$ cat src/rtl/lectura_rtc_if.sv
// RTC read bus for lectura_rtc: start/busy/done handshake, address/data bus and captured bytes.
interface lectura_rtc_if;
   logic       leer;
   logic [7:0] data_in;
   logic [7:0] address;
   logic       busy;
   logic       done;
   logic [7:0] segundos;
   logic [7:0] minutos;
   logic [7:0] horas;
   logic [7:0] dia;
   logic [7:0] mes;
   logic [7:0] anio;
   logic [7:0] dia_sem;
   logic [7:0] num_sem;
   logic [7:0] t_seg;
   logic [7:0] t_min;
   logic [7:0] t_hora;

   modport master (
      input  leer, data_in,
      output address, busy, done,
      output segundos, minutos, horas, dia, mes, anio, dia_sem, num_sem,
      output t_seg, t_min, t_hora
   );

   modport slave (
      output leer, data_in,
      input  address, busy, done,
      input  segundos, minutos, horas, dia, mes, anio, dia_sem, num_sem,
      input  t_seg, t_min, t_hora
   );
endinterface

$ cat src/rtl/lectura_rtc.sv
// Sequential RTC register reader: walks addresses 21h..28h (and 41h..43h when
// LECTURA_TIMER_EN is defined), holding each HOLD cycles before sampling data_in.
module lectura_rtc #(
   parameter logic [11:0] HOLD = 12'h04A
) (
   input  logic           clk,
   input  logic           reset,
   lectura_rtc_if.master  bus
);

   typedef enum logic [1:0] {S_IDLE, S_HOLD, S_DONE} state_t;

`ifdef LECTURA_TIMER_EN
   localparam logic [3:0] LAST = 4'd10;
`else
   localparam logic [3:0] LAST = 4'd7;
`endif

   state_t      state;
   logic [11:0] cnt;
   logic [3:0]  idx;
   logic [7:0]  address_q;
   logic        busy_q;
   logic        done_q;
   logic [7:0]  seg_q, min_q, hora_q, dia_q, mes_q, anio_q, dsem_q, nsem_q;
   logic [7:0]  tseg_q, tmin_q, thora_q;

   // Entries past the last one of this build read as "not reading".
   function automatic logic [7:0] addr_of(input logic [3:0] i);
      logic [7:0] a;
      a = 8'h00;
      if (i <= LAST) begin
         if (i < 4'd8) a = 8'h21 + {4'h0, i};
         else          a = 8'h41 + {4'h0, i} - 8'd8;
      end
      return a;
   endfunction

   always_ff @(posedge clk or negedge reset) begin
      if (!reset) begin
         state     <= S_IDLE;
         cnt       <= 12'd1;
         idx       <= 4'd0;
         address_q <= 8'h00;
         busy_q    <= 1'b0;
         done_q    <= 1'b0;
         seg_q     <= 8'h00;
         min_q     <= 8'h00;
         hora_q    <= 8'h00;
         dia_q     <= 8'h00;
         mes_q     <= 8'h00;
         anio_q    <= 8'h00;
         dsem_q    <= 8'h00;
         nsem_q    <= 8'h00;
         tseg_q    <= 8'h00;
         tmin_q    <= 8'h00;
         thora_q   <= 8'h00;
      end else begin
         case (state)
            S_IDLE: begin
               done_q    <= 1'b0;
               busy_q    <= 1'b0;
               address_q <= 8'h00;
               cnt       <= 12'd1;
               idx       <= 4'd0;
               if (bus.leer) begin
                  state     <= S_HOLD;
                  address_q <= addr_of(4'd0);
                  busy_q    <= 1'b1;
               end
            end

            S_HOLD: begin
               if (idx > LAST) begin
                  state     <= S_IDLE;
                  address_q <= 8'h00;
                  busy_q    <= 1'b0;
                  cnt       <= 12'd1;
                  idx       <= 4'd0;
               end else if (cnt == HOLD) begin
                  cnt <= 12'd1;
                  case (idx)
                     4'd0: seg_q  <= bus.data_in;
                     4'd1: min_q  <= bus.data_in;
                     4'd2: hora_q <= bus.data_in;
                     4'd3: dia_q  <= bus.data_in;
                     4'd4: mes_q  <= bus.data_in;
                     4'd5: anio_q <= bus.data_in;
                     4'd6: dsem_q <= bus.data_in;
                     4'd7: nsem_q <= bus.data_in;
`ifdef LECTURA_TIMER_EN
                     4'd8:  tseg_q  <= bus.data_in;
                     4'd9:  tmin_q  <= bus.data_in;
                     4'd10: thora_q <= bus.data_in;
`endif
                     default: ;
                  endcase
                  // Address moves on the capture edge so the next entry gets a full HOLD window.
                  if (idx == LAST) begin
                     state     <= S_DONE;
                     done_q    <= 1'b1;
                     busy_q    <= 1'b0;
                     address_q <= 8'h00;
                  end else begin
                     idx       <= idx + 4'd1;
                     address_q <= addr_of(idx + 4'd1);
                  end
               end else begin
                  cnt <= cnt + 12'd1;
               end
            end

            S_DONE: begin
               state     <= S_IDLE;
               done_q    <= 1'b0;
               busy_q    <= 1'b0;
               address_q <= 8'h00;
               idx       <= 4'd0;
               cnt       <= 12'd1;
            end

            default: begin
               state     <= S_IDLE;
               done_q    <= 1'b0;
               busy_q    <= 1'b0;
               address_q <= 8'h00;
            end
         endcase
      end
   end

   assign bus.address  = address_q;
   assign bus.busy     = busy_q;
   assign bus.done     = done_q;
   assign bus.segundos = seg_q;
   assign bus.minutos  = min_q;
   assign bus.horas    = hora_q;
   assign bus.dia      = dia_q;
   assign bus.mes      = mes_q;
   assign bus.anio     = anio_q;
   assign bus.dia_sem  = dsem_q;
   assign bus.num_sem  = nsem_q;
`ifdef LECTURA_TIMER_EN
   assign bus.t_seg    = tseg_q;
   assign bus.t_min    = tmin_q;
   assign bus.t_hora   = thora_q;
`else
   // Timer bytes are tied off when the timer entries are not part of the sequence.
   assign bus.t_seg    = 8'h00;
   assign bus.t_min    = 8'h00;
   assign bus.t_hora   = 8'h00;
`endif

endmodule

$ cat src/flat_wrapper.sv
// flat-port wrapper written by rule: the top's interface ports become plain ports
module lectura_rtc_flat 
#(
   parameter logic [11:0] HOLD = 12'h04A
)
  (clk, reset, bus_leer, bus_data_in, bus_address, bus_busy, bus_done, bus_segundos, bus_minutos, bus_horas, bus_dia, bus_mes, bus_anio, bus_dia_sem, bus_num_sem, bus_t_seg, bus_t_min, bus_t_hora);
  lectura_rtc_if bus_i ();
  input  logic clk;
  input  logic reset;
  input wire logic [$bits(bus_i.leer)-1:0] bus_leer;
  input wire logic [$bits(bus_i.data_in)-1:0] bus_data_in;
  output wire logic [$bits(bus_i.address)-1:0] bus_address;
  output wire logic [$bits(bus_i.busy)-1:0] bus_busy;
  output wire logic [$bits(bus_i.done)-1:0] bus_done;
  output wire logic [$bits(bus_i.segundos)-1:0] bus_segundos;
  output wire logic [$bits(bus_i.minutos)-1:0] bus_minutos;
  output wire logic [$bits(bus_i.horas)-1:0] bus_horas;
  output wire logic [$bits(bus_i.dia)-1:0] bus_dia;
  output wire logic [$bits(bus_i.mes)-1:0] bus_mes;
  output wire logic [$bits(bus_i.anio)-1:0] bus_anio;
  output wire logic [$bits(bus_i.dia_sem)-1:0] bus_dia_sem;
  output wire logic [$bits(bus_i.num_sem)-1:0] bus_num_sem;
  output wire logic [$bits(bus_i.t_seg)-1:0] bus_t_seg;
  output wire logic [$bits(bus_i.t_min)-1:0] bus_t_min;
  output wire logic [$bits(bus_i.t_hora)-1:0] bus_t_hora;
  assign bus_i.leer = bus_leer;
  assign bus_i.data_in = bus_data_in;
  assign bus_address = bus_i.address;
  assign bus_busy = bus_i.busy;
  assign bus_done = bus_i.done;
  assign bus_segundos = bus_i.segundos;
  assign bus_minutos = bus_i.minutos;
  assign bus_horas = bus_i.horas;
  assign bus_dia = bus_i.dia;
  assign bus_mes = bus_i.mes;
  assign bus_anio = bus_i.anio;
  assign bus_dia_sem = bus_i.dia_sem;
  assign bus_num_sem = bus_i.num_sem;
  assign bus_t_seg = bus_i.t_seg;
  assign bus_t_min = bus_i.t_min;
  assign bus_t_hora = bus_i.t_hora;
  lectura_rtc #(.HOLD(HOLD)) u_core (.clk(clk), .reset(reset), .bus(bus_i));
endmodule
$ cat config.mk
export PLATFORM = sky130hd
export DESIGN_NAME = lectura_rtc_flat
export DESIGN_NICKNAME = d
export VERILOG_FILES = /design/src/rtl/lectura_rtc_if.sv /design/src/rtl/lectura_rtc.sv /design/src/flat_wrapper.sv
export SDC_FILE = /design/constraint.sdc
export NUM_CORES = 1
export LEC_CHECK = 0
export CAP_MARGIN = 25
export CORE_MARGIN = 2
export CORE_UTILIZATION = 52
export CTS_CLUSTER_DIAMETER = 100
export CTS_CLUSTER_SIZE = 28
export DETAILED_ROUTE_END_ITERATION = 12
export GPL_ROUTABILITY_DRIVEN = 0
export GPL_TIMING_DRIVEN = 0
export PLACE_DENSITY = 0.88
export SETUP_SLACK_MARGIN = 0.4
export SKIP_LAST_GASP = 1
export SYNTH_ARGS = -nofsm -noshare
export SYNTH_HDL_FRONTEND = slang
export SYNTH_SLANG_ARGS = --single-unit
$ cat constraint.sdc
create_clock -name clk -period 3.11 [get_ports clk]
set_clock_uncertainty 0.05 [all_clocks]
set_input_delay 0.622 -clock clk [delete_from_list [all_inputs] [get_ports clk]]
set_output_delay 0.622 -clock clk [all_outputs]
set_load 0.005 [all_outputs]
==> impl_metrics.yaml <==
clocking:
  clk_latency_ns: 0.35
  numCtsBuffers: 9
  cts_tree: "yes"
  hold_buffers: 0
  postCtsSetupRepairBufs: 0
  ctsRootBufferMaster: "clkbuf_8"
  clockBufferDepth: 2
  cts_resized: 0
  htree_levels: 3
  clkSinkCount: 91
  clk_pin_slew_ns: 0.10
route:
  drt_iter0_drc: 147
  via_per_inst: 5.20
  drtPass1Iterations: 4
  wl_per_cell_microns: 16.9
  drc_errors: 0
  antenna_left: 0
  wl_mm: 9.24
  vias: 2833
setup_path:
  startpoint_type: "flip-flop"
  crit_type: "reg2reg"
  required_ns: 3.29
  r2r-end: "u_core.bus.mes[0]$_DFFE_PN0P_"
  r2r_cells: 8
  reg2reg_from: "u_core.cnt[0]$_DFFE_PN1P_"
  r2r_slack_ns: 0.81
  endpoint_kind: "flip-flop"
  cp_max_fo: 8
  cp.arrival_ns: 2.48
synthesis:
  avgSynthCellArea_sq_um: 12.9
  synth_edf_count: 0
  ys.flop_type: "dfrtp_1"
  yosysMostFrequentCell: "dfrtp_1"
  synth_common_cells: "dfrtp_1, mux2_2, buf_4"
  ys_warn_count: 0
  ys_seq_elements: 91
  synthDistinctLibCells: 50
  synth_cells: 320
  synthTopCellsByArea: "dfrtp_1, mux2_2, buf_4"
  synth_area_leader_cell: "dfrtp_1"
  ys_seq_area_share_pct: 55.3
  syn_area_sq_um: 4120
  synth_top_cell_area_share_pct: 54.6
  async_reset_ff_share_pct: 100
pwr:
  ir_drop_v: 0.000329
  power_density_nw_per_um2: 484
  fin_total_pwr_mw: 2.61
  p_leak_nw: 2.60
grt:
  grt_max_degree: 61
  first_global_vias: 2878
  grt_first_pass_wirelength_mm: 14.8
  antenna_found_initial: 0
  grt_overflow: 0
  grt_usage_pct: 22.2
floorplan:
  core_area_sq_um: 7690
  die_x_microns: 93.0
  dieArea_sq_um: 8660
  rows: 32
  io_pins: 109
  start_util_pct: 53.6
  die_h_microns: 93.0
hold_path:
  hold_path.class: "in2async"
timing:
  drv_slew: 0
  slew-limit-headroom_pct: 60.7
  finalCritPeriodShare_pct: 74.0
  hold_viol: 0
  fin_crit_ns: 2.30
  setup_viol: 0
  rsz0062_at_grt: "no"
  timing.fmax_mhz: 435
  worst_pin_slew_ns: 0.589
final_layout:
  num_antenna_cells: 0
  layout-drive-gt1-share_pct: 28.9
  syn2layout_area_growth_pct: 30.8
  nets: 456
  final_util_pct: 70.2
place:
  io_buffers: 83
  hpwl_mm: 6.68
run_status:
  status: "complete, no violations"
run:
  cap_viol_max_count: 0
metal layers:
| metal | part of all wire [%] | global-route usage, % | up-vias |
|---|---|---|---|
| met2 | 53 | 38.5 | 72 |
| met1 | 42 | 29.0 | 1429 |
| met5 | 0 | 0 | - |
| met3 | 3.5 | 2.58 | 10 |
| li1 | - | - | 1322 |
| met4 | 1.2 | 7.48 | 0 |
through the flow:
step,TNS (ns),instances,hold WS (ns),cell area [sq um],setup WS [ns]
2_1_floorplan,0,344,0.276,4210,1.02
3_3_place_gp,-162.74,529,0.418,5170,-1.80
3_5_place_dp,0,530,0.425,5200,0.845
4_1_cts,0,545,0.147,5390,0.823
5_1_grt,0,545,0.162,5390,0.688
6_report,0,545,0.140,5390,0.810
registers in the layout, summed over array words and instances (netlist names):
name	flops
u_core.bus.dia	8
u_core.idx	4
u_core.bus.horas	8
u_core.bus.done	1
u_core.state	2
u_core.bus.busy	1
u_core.cnt	12
u_core.bus.minutos	8
u_core.bus.anio	8
u_core.bus.mes	8
u_core.bus.num_sem	8
u_core.bus.address	7
u_core.bus.segundos	8
u_core.bus.dia_sem	8
where the power goes:
group	internal, mW	switching (mW)
sequential	1.26	0.0950
combinational	0.214	0.227
clock	0.377	0.436
placed cells by master, fill, tap and decap left out, types with 2 or more instances in the layout:
| cell | count |
|---|---|
| a21o_1 | 5 |
| a21oi_1 | 8 |
| a22o_1 | 2 |
| a31o_2 | 2 |
| a31oi_1 | 3 |
| and2_1 | 4 |
| and3_1 | 8 |
| buf_2 | 4 |
| buf_4 | 32 |
| clkbuf_1 | 4 |
| clkbuf_8 | 9 |
| clkdlybuf4s50_1 | 82 |
| clkinvlp_4 | 2 |
| conb_1 | 25 |
| dfrtp_1 | 90 |
| ha_1 | 6 |
| inv_1 | 6 |
| mux2_1 | 3 |
| mux2_2 | 61 |
| mux2i_1 | 5 |
| nand2_1 | 13 |
| nand3_1 | 4 |
| nand4_1 | 4 |
| nor2_1 | 8 |
| nor2b_1 | 2 |
| nor3_1 | 3 |
| nor3_2 | 2 |
| nor3_4 | 2 |
| nor3b_1 | 2 |
| nor4_1 | 3 |
| o21ai_0 | 10 |
| o31ai_1 | 2 |
| xor2_1 | 2 |
worst max path at each step:
stage / startpoint / endpoint / slack, ns
global placement: reset / u_core.bus.segundos[7]$_DFFE_PN0P_ / -1.80
CTS: u_core.cnt[0]$_DFFE_PN1P_ / u_core.bus.mes[0]$_DFFE_PN0P_ / 0.82
detailed placement: u_core.cnt[0]$_DFFE_PN1P_ / u_core.bus.mes[0]$_DFFE_PN0P_ / 0.85
finish: u_core.cnt[0]$_DFFE_PN1P_ / u_core.bus.mes[0]$_DFFE_PN0P_ / 0.81
floorplan: u_core.cnt[0]$_DFFE_PN1P_ / u_core.bus.anio[6]$_DFFE_PN0P_ / 1.02
global route: u_core.idx[0]$_DFFE_PN0P_ / u_core.bus.dia[0]$_DFFE_PN0P_ / 0.69
final cells by class:
class | instances | area (sq um)
fillers | 544 | 2290
flip-flops and latches | 91 | 2280
multi-input cells | 207 | 1630
repair buffers | 84 | 856
plain buffers | 40 | 279
well taps | 102 | 128
clock buffers | 9 | 124
clock inverters | 6 | 73.8
inverters | 6 | 22.5
cells by family (layout without fill, tap and decap cells):
| group | after synthesis | in the layout | share of synthesized area, % |
|---|---|---|---|
| compound gates | 38 | 38 | 5.95 |
| xor+xnor | 3 | 3 | 0.637 |
| fa+ha+maj | 6 | 6 | 1.82 |
| buf+inv | 46 | 145 | 7.31 |
| flops | 91 | 91 | 55.3 |
| mux | 69 | 69 | 18.7 |
| other cells | 1 | 25 | 0.0910 |
| simple gates | 66 | 66 | 10.2 |
worst max-delay path, stage by stage, from the launching register on:
cell      delay, ns
dfstp_2        0.58
inv_1          0.05
ha_1           0.19
and4bb_2       0.25
and4b_1        0.18
clkbuf_1       0.16
and3_1         0.19
buf_4          0.18
mux2_1         0.32
Note: power is estimated with default switching activity, not from simulation.
